### src/rtl/reset_seq_pkg.sv
// Shared types and helpers for the staged reset sequencer.
package reset_seq_pkg;

    typedef enum logic [2:0] {RESET, HOLD, STAGE, RUN, SOFT} seq_state_t;

    localparam int RELEASE_COUNT_W = 8;

    // Down-counter width able to hold the larger of the two reload periods.
    function automatic int cnt_width(input int hold_cycles, input int stage_gap);
        int longest;
        longest = (hold_cycles > stage_gap) ? hold_cycles : stage_gap;
        return $clog2(longest + 1);
    endfunction

endpackage

### src/rtl/reset_sync.sv
// Async-assert / sync-release reset synchronizer, SYNC_STAGES flops deep.
module reset_sync #(
    parameter int SYNC_STAGES = 2
) (
    input  logic clk,
    input  logic reset_l,
    output logic rst_sync
);

    logic [SYNC_STAGES-1:0] sync_q;

    always_ff @(posedge clk or negedge reset_l) begin
        if (!reset_l) begin
            sync_q <= '0;
        end else begin
            sync_q <= {sync_q[SYNC_STAGES-2:0], 1'b1};
        end
    end

    assign rst_sync = sync_q[SYNC_STAGES-1];

endmodule

### src/rtl/reset_sequencer.sv
// Staged active-low reset generator: synchronized release, hold period,
// in-order domain release, and soft re-reset via req/ack handshake.
module reset_sequencer
    import reset_seq_pkg::*;
#(
    parameter int SYNC_STAGES = 2,
    parameter int HOLD_CYCLES = 4,
    parameter int NUM_DOMAINS = 3,
    parameter int STAGE_GAP   = 2
) (
    input  logic                       clk,
    input  logic                       reset_l,
    input  logic                       soft_req,
    output logic                       soft_ack,
    output logic [NUM_DOMAINS-1:0]     sub_reset_l,
    output logic                       ready,
    output logic [RELEASE_COUNT_W-1:0] release_count
);

    localparam int CNT_W = cnt_width(HOLD_CYCLES, STAGE_GAP);
    localparam logic [CNT_W-1:0] HOLD_LOAD = CNT_W'(HOLD_CYCLES - 1);
    localparam logic [CNT_W-1:0] GAP_LOAD  = CNT_W'(STAGE_GAP - 1);
    localparam int IDX_W = (NUM_DOMAINS > 1) ? $clog2(NUM_DOMAINS) : 1;
    localparam logic [IDX_W-1:0] LAST_IDX = IDX_W'(NUM_DOMAINS - 1);
    localparam logic [NUM_DOMAINS-1:0] DOM_LSB = NUM_DOMAINS'(1);

    seq_state_t       state;
    logic [CNT_W-1:0] cnt;
    logic [IDX_W-1:0] dom_idx;
    logic             soft_pending;
    logic             rst_sync;

    reset_sync #(.SYNC_STAGES(SYNC_STAGES)) u_reset_sync (
        .clk      (clk),
        .reset_l  (reset_l),
        .rst_sync (rst_sync)
    );

    always_ff @(posedge clk or negedge reset_l) begin
        if (!reset_l) begin
            state         <= RESET;
            cnt           <= '0;
            dom_idx       <= '0;
            soft_pending  <= 1'b0;
            sub_reset_l   <= '0;
            ready         <= 1'b0;
            soft_ack      <= 1'b0;
            release_count <= '0;
        end else begin
            case (state)
                RESET: begin
                    if (rst_sync) begin
                        state <= HOLD;
                        cnt   <= HOLD_LOAD;
                    end
                end
                HOLD, SOFT: begin
                    if (cnt == '0) begin
                        state       <= STAGE;
                        sub_reset_l <= DOM_LSB;
                        dom_idx     <= '0;
                        cnt         <= GAP_LOAD;
                    end else begin
                        cnt <= cnt - 1'b1;
                    end
                end
                STAGE: begin
                    if (cnt != '0) begin
                        cnt <= cnt - 1'b1;
                    end else if (dom_idx == LAST_IDX) begin
                        state        <= RUN;
                        ready        <= 1'b1;
                        soft_ack     <= soft_pending;
                        soft_pending <= 1'b0;
                        if (release_count != '1) begin
                            release_count <= release_count + 1'b1;
                        end
                    end else begin
                        dom_idx     <= dom_idx + 1'b1;
                        sub_reset_l <= (sub_reset_l << 1) | DOM_LSB;
                        cnt         <= GAP_LOAD;
                    end
                end
                RUN: begin
                    // The ack cycle itself never samples soft_req.
                    if (soft_ack) begin
                        soft_ack <= 1'b0;
                    end else if (soft_req) begin
                        state        <= SOFT;
                        sub_reset_l  <= '0;
                        ready        <= 1'b0;
                        soft_pending <= 1'b1;
                        cnt          <= HOLD_LOAD;
                    end
                end
                default: state <= RESET;
            endcase
        end
    end

    a_thermometer: assert property (@(posedge clk) disable iff (!reset_l)
        ((sub_reset_l & (sub_reset_l + DOM_LSB)) == '0));
    a_ready_all_released: assert property (@(posedge clk) disable iff (!reset_l)
        ready |-> (&sub_reset_l));
    a_ack_implies_ready: assert property (@(posedge clk) disable iff (!reset_l)
        soft_ack |-> ready);

    c_run_entered: cover property (@(posedge clk) disable iff (!reset_l) state == RUN);
    c_soft_done:   cover property (@(posedge clk) disable iff (!reset_l) soft_ack);
    c_count_sat:   cover property (@(posedge clk) disable iff (!reset_l) release_count == '1);

endmodule

### config.mk
export PLATFORM = sky130hd
export DESIGN_NAME = reset_sequencer
export DESIGN_NICKNAME = d
export VERILOG_FILES = /design/src/rtl/reset_seq_pkg.sv /design/src/rtl/reset_sync.sv /design/src/rtl/reset_sequencer.sv
export SDC_FILE = /design/constraint.sdc
export NUM_CORES = 1
export LEC_CHECK = 0
export CAP_MARGIN = 40
export CORE_ASPECT_RATIO = 1.2
export CORE_MARGIN = 4
export CORE_UTILIZATION = 46
export DETAILED_ROUTE_END_ITERATION = 16
export GPL_ROUTABILITY_DRIVEN = 0
export PLACE_DENSITY = 0.68
export SLEW_MARGIN = 20
export SYNTH_ARGS = -nofsm -noshare
export SYNTH_HDL_FRONTEND = slang
export SYNTH_HIERARCHICAL = 1
export SYNTH_SLANG_ARGS = --single-unit
### constraint.sdc
create_clock -name clk -period 2.33 [get_ports clk]
set_input_delay 0.466 -clock clk [delete_from_list [all_inputs] [get_ports clk]]
set_output_delay 0.466 -clock clk [all_outputs]
set_load 0.01 [all_outputs]
Yosys cells after proc, flatten, opt, wreduce, memory -nomap -nowiden:

Cells that the tools add are included.

* bitwise logic cells: 1
* mux-type cells: 37
* add/subtract/negate cells: 3
* reductions and logical operators: 15
* equal/unequal tests: 14

Operator list (number)
* 2-to-1 mux 3 bit: 17
* one-hot mux 3 bit (4 select lines): 2
* != test 2 bit, second input constant: 6
* AND reduction 6 bit: 2
* 2-to-1 mux 1 bit: 10
* AND reduction 5 bit: 2
* one-hot mux 3 bit (3 select lines): 1
* adder 8 x 1 -> 8 bit, second input constant: 1
* != test 8 bit, second input constant: 1
* AND reduction 4 bit: 2
* == test 3 x 2 -> 1 bit, second input constant: 2
* logical NOT 3 bit: 2
* 2-to-1 mux 2 bit: 3
* one-hot mux 1 bit (2 select lines): 3
* nonzero test 3 bit: 2
* one-hot mux 2 bit (2 select lines): 1
* nonzero test 2 bit: 2
* nonzero test 4 bit: 1
* == test 3 x 1 -> 1 bit, second input constant: 1
* == test 3 bit, second input constant: 1
* != test 3 bit, second input constant: 1
* AND reduction 3 bit: 1
* subtractor 3 x 1 -> 3 bit, second input constant: 1
* adder 2 x 1 -> 2 bit, second input constant: 1
* other kinds (4): 4

* bits in registers: 24

Logic depth before layout (Yosys ltp):

* word-level depth: 4
* depth in mapped cells: 6

By module:

Netlist, hierarchy kept.

Modules (own cells, without submodules)
* reset_sequencer: cells each 116, instances 1, area each 1171.1 um^2
* reset_sync: cells each 3, instances 1, area each 53.8 um^2

Least setup slack after synthesis:

No wires, ideal clock.

* path kind: register to register
* from: register dom_idx[0]
* to: register cnt[0]
* required time: 2202 ps
* setup slack: 717 ps
* stages on the path, launching flop included: 7
* data arrival time: 1485 ps
* path through: dfrtp_1 -> inv_1 -> ha_1 -> or4b_4 -> and3_4 -> a41oi_2 -> o21ai_1

* cells in the longest elaborated chain, start to end: 3

Ends and longest elaborated chain
* start, declared: RTL line reset_sequencer.sv:29 `logic [IDX_W-1:0] dom_idx;`
* start signal, assigned: RTL line reset_sequencer.sv:79 `dom_idx <= dom_idx + 1'b1;`
* == test 2 bit: RTL line reset_sequencer.sv:70 `end else if (dom_idx == LAST_IDX) begin`
* != test 3 bit (no line)
* AND reduction 5 bit (no line)
* end signal, assigned: RTL line reset_sequencer.sv:64 `cnt <= cnt - 1'b1;`
* end signal, assigned: RTL line reset_sequencer.sv:69 `cnt <= cnt - 1'b1;`
* end, declared: RTL line reset_sequencer.sv:28 `logic [CNT_W-1:0] cnt;`

No other way between the ends.
A chain may end at the register's enable or synchronous reset.

Worst setup path after layout:

* from: register release_count[4]
* to: output port release_count[4]

RTL lines
* start, declared: RTL line reset_sequencer.sv:17 `output logic [RELEASE_COUNT_W-1:0] release_count`
* start signal, assigned: RTL line reset_sequencer.sv:76 `release_count <= release_count + 1'b1;`

No word-level cell between the ends.

==> flow_summary.json <==
{
  "crit_fanout": 5,
  "path_delay_family": "buffers and inverters",
  "start_util": 0.480,
  "grt_pass1_wl_mm": 4.33,
  "timing.final.max_slew_violations": 0,
  "drive_gt1_frac": 0.0949,
  "ys_ff_latch": 24,
  "synthCells": 119,
  "cts-root-buf": "clkbuf_4",
  "status": "completed",
  "vias": 918,
  "synth_nets": 124,
  "worst_path_max_delay_cell": "clkdlybuf4s50_1",
  "cts_made_buffers": 3,
  "detail_route.iter0.violations": 28,
  "ant_nets": 0,
  "dp_hpwl_mm": 1.77,
  "syn_avg_cell_area_um2": 10.3,
  "synth_ff_type": "dfrtp_1",
  "grt_overflow_total": 0,
  "area_delta_synth_final_pct": 20.0,
  "synth_cell_types": 43,
  "nets": 143,
  "finalSetupViolCount": 0,
  "grt_antenna_before_repair": 0,
  "track_usage": 0.162,
  "wl_mm": 2.37,
  "p_leak_uw": 0.000636,
  "setup_tns_ns": 0,
  "clock_skew_ns": 0.00897,
  "via_per_inst": 5.40,
  "htreeDepth": 1,
  "clk_path_buf_depth": 2,
  "ys_async_sr_fraction": 1.00,
  "ios": 16,
  "layout_min_cycle_time_ns": 1.80,
  "period_share": 0.774,
  "maxCapViolCount": 0,
  "synth_warnings": 6,
  "port_buffers": 15,
  "hold_viol": 0,
  "ir_drop_uv": 548,
  "cpPeakStageDelay_ns": 0.58,
  "crit_path_start_kind": "register",
  "ys_seq_area_frac": 0.490,
  "die_area_mm2": 0.00356,
  "die_y_um": 64.5,
  "worstSetupEndpointType": "primary output",
  "clock-sinks": 24,
  "cts_resized": 0,
  "post-cts-setup-buffers": 0,
  "fmax_mhz": 554,
  "core_mm2": 0.00255,
  "synth_edf_count": 0,
  "syn_area_mm2": 0.00122,
  "cts_tree": "built",
  "grt_pass1_vias": 1000,
  "die_x_um": 55.1,
  "cts_hold_buf": 0,
  "remaining_drc_errors": 0,
  "path_cells": "clkdlybuf4s50_1",
  "drtPass1Iterations": 4,
  "hold_class": "register to register",
  "arrival_ns": 1.34,
  "wl_per_cell_um": 13.9,
  "rows": 20,
  "rsz0062_at_grt": "no",
  "critPathBufInv": 1,
  "clkLatencyLatePin_ns": 0.31,
  "finish.utilization": 0.576,
  "worstSetupPathType": "register to primary output",
  "p_per_area_mw_per_mm2": 1020,
  "worstPathRequired_ns": 1.86,
  "holdWs_ns": 0.370,
  "n_antenna_cell": 0,
  "grt_max_degree": 25,
  "cts.clk_slew.worst_paths_ns": 0.14
}
## cell usage after synthesis (2+ instances only)
cell type,count,share of area
nor3_1,3,0.012
dfrtp_1,24,0.49
xor2_1,3,0.021
o21ai_1,2,0.0082
xnor2_1,5,0.036
o21ai_0,9,0.037
nor2_1,7,0.021
o211a_1,2,0.016
a21boi_0,2,0.012
inv_1,7,0.021
mux2i_1,3,0.025
and3_1,2,0.010
buf_2,2,0.0082
nand3_1,3,0.012
a21oi_1,2,0.0082
nand2b_1,2,0.010
nand4_1,3,0.015
nand2_1,11,0.034
nor2b_1,2,0.010
ha_1,2,0.020
## through the flow
stage | setup WS (ns) | instances | power [uW] | area [um^2]
global placement | 0.531 | 166 | 1190 | 1420
detailed placement | 0.469 | 166 | 1220 | 1420
global route | 0.407 | 170 | 1630 | 1470
CTS | 0.506 | 170 | 1520 | 1470
floorplan | 0.717 | 119 | 1030 | 1220
finish | 0.526 | 170 | 1500 | 1470
## flip-flops by register name (all words and copies together), names as in the netlist
name / flops
cnt: 3
release_count: 8
soft_ack: 1
state: 3
soft_pending: 1
u_reset_sync/sync_q: 2
sub_reset_l: 3
ready: 1
dom_idx: 2
## cell families (layout without fill, tap and decap cells)
| logic type | after synthesis | in the layout | share of synthesized area |
|---|---|---|---|
| buffers and inverters | 10 | 28 | 0.0327 |
| AND/OR/NAND/NOR | 42 | 42 | 0.200 |
| flip-flops | 24 | 24 | 0.490 |
| adder cells (fa/ha/maj) | 2 | 2 | 0.0204 |
| XOR/XNOR | 8 | 8 | 0.0572 |
| other | 1 | 1 | 0.00306 |
| AO/OA/AOI/OAI | 27 | 27 | 0.153 |
| multiplexers | 5 | 5 | 0.0429 |
## layer usage
metal,vias to the layer above,part of all wire,track usage
li1,457,-,-
met1,441,0.45,0.211
met5,-,0,0
met2,16,0.51,0.260
met3,4,0.026,0.0322
met4,0,0.014,0.0578
## area by class of cell
type                       count  area [um^2]
clock buffer                   3         22.5
clock inverter                 1         30.0
fill                         229         1080
inverter                       7         26.3
multi-input combinational     85          584
sequential                    24          601
tap                           33         41.3
timing repair buffer          17          165
## cell usage in the layout (no fill, tap or decap), types with 2 or more instances in the layout
cell             Yosys  routed
a21boi_0             2       2
a21oi_1              2       2
and3_1               2       2
buf_4                0       2
clkbuf_4             0       3
clkdlybuf4s50_1      0      15
dfrtp_1             24      24
ha_1                 2       2
inv_1                7       7
mux2i_1              3       3
nand2_1             11      11
nand2b_1             2       2
nand3_1              3       3
nand4_1              3       3
nor2_1               7       7
nor2b_1              2       2
nor3_1               3       3
o211a_1              2       2
o21ai_0              9       9
o21ai_1              2       2
xnor2_1              5       5
xor2_1               3       3
## final timing paths
path	startpoint	endpoint	slack (ns)	depth (start not counted)
max	release_count[4]	release_count[4]	0.53	1
min	u_reset_sync/sync_q[0]	u_reset_sync/sync_q[1]	0.37	0
max reg2reg	dom_idx[0]	cnt[0]	0.57	6
min reg2reg	u_reset_sync/sync_q[0]	u_reset_sync/sync_q[1]	0.37	0
max in group asynchronous	reset_l	release_count[2]	1.60	2
min in group asynchronous	reset_l	state[2]	0.49	2
## report_power, final
group / total, uW / internal (uW) / switching, uW
combinational: 553 / 283 / 271
sequential: 651 / 507 / 144
clock: 299 / 174 / 125
total: 1500 / 963 / 540
No activity file was read; power rests on OpenSTA's default activity.
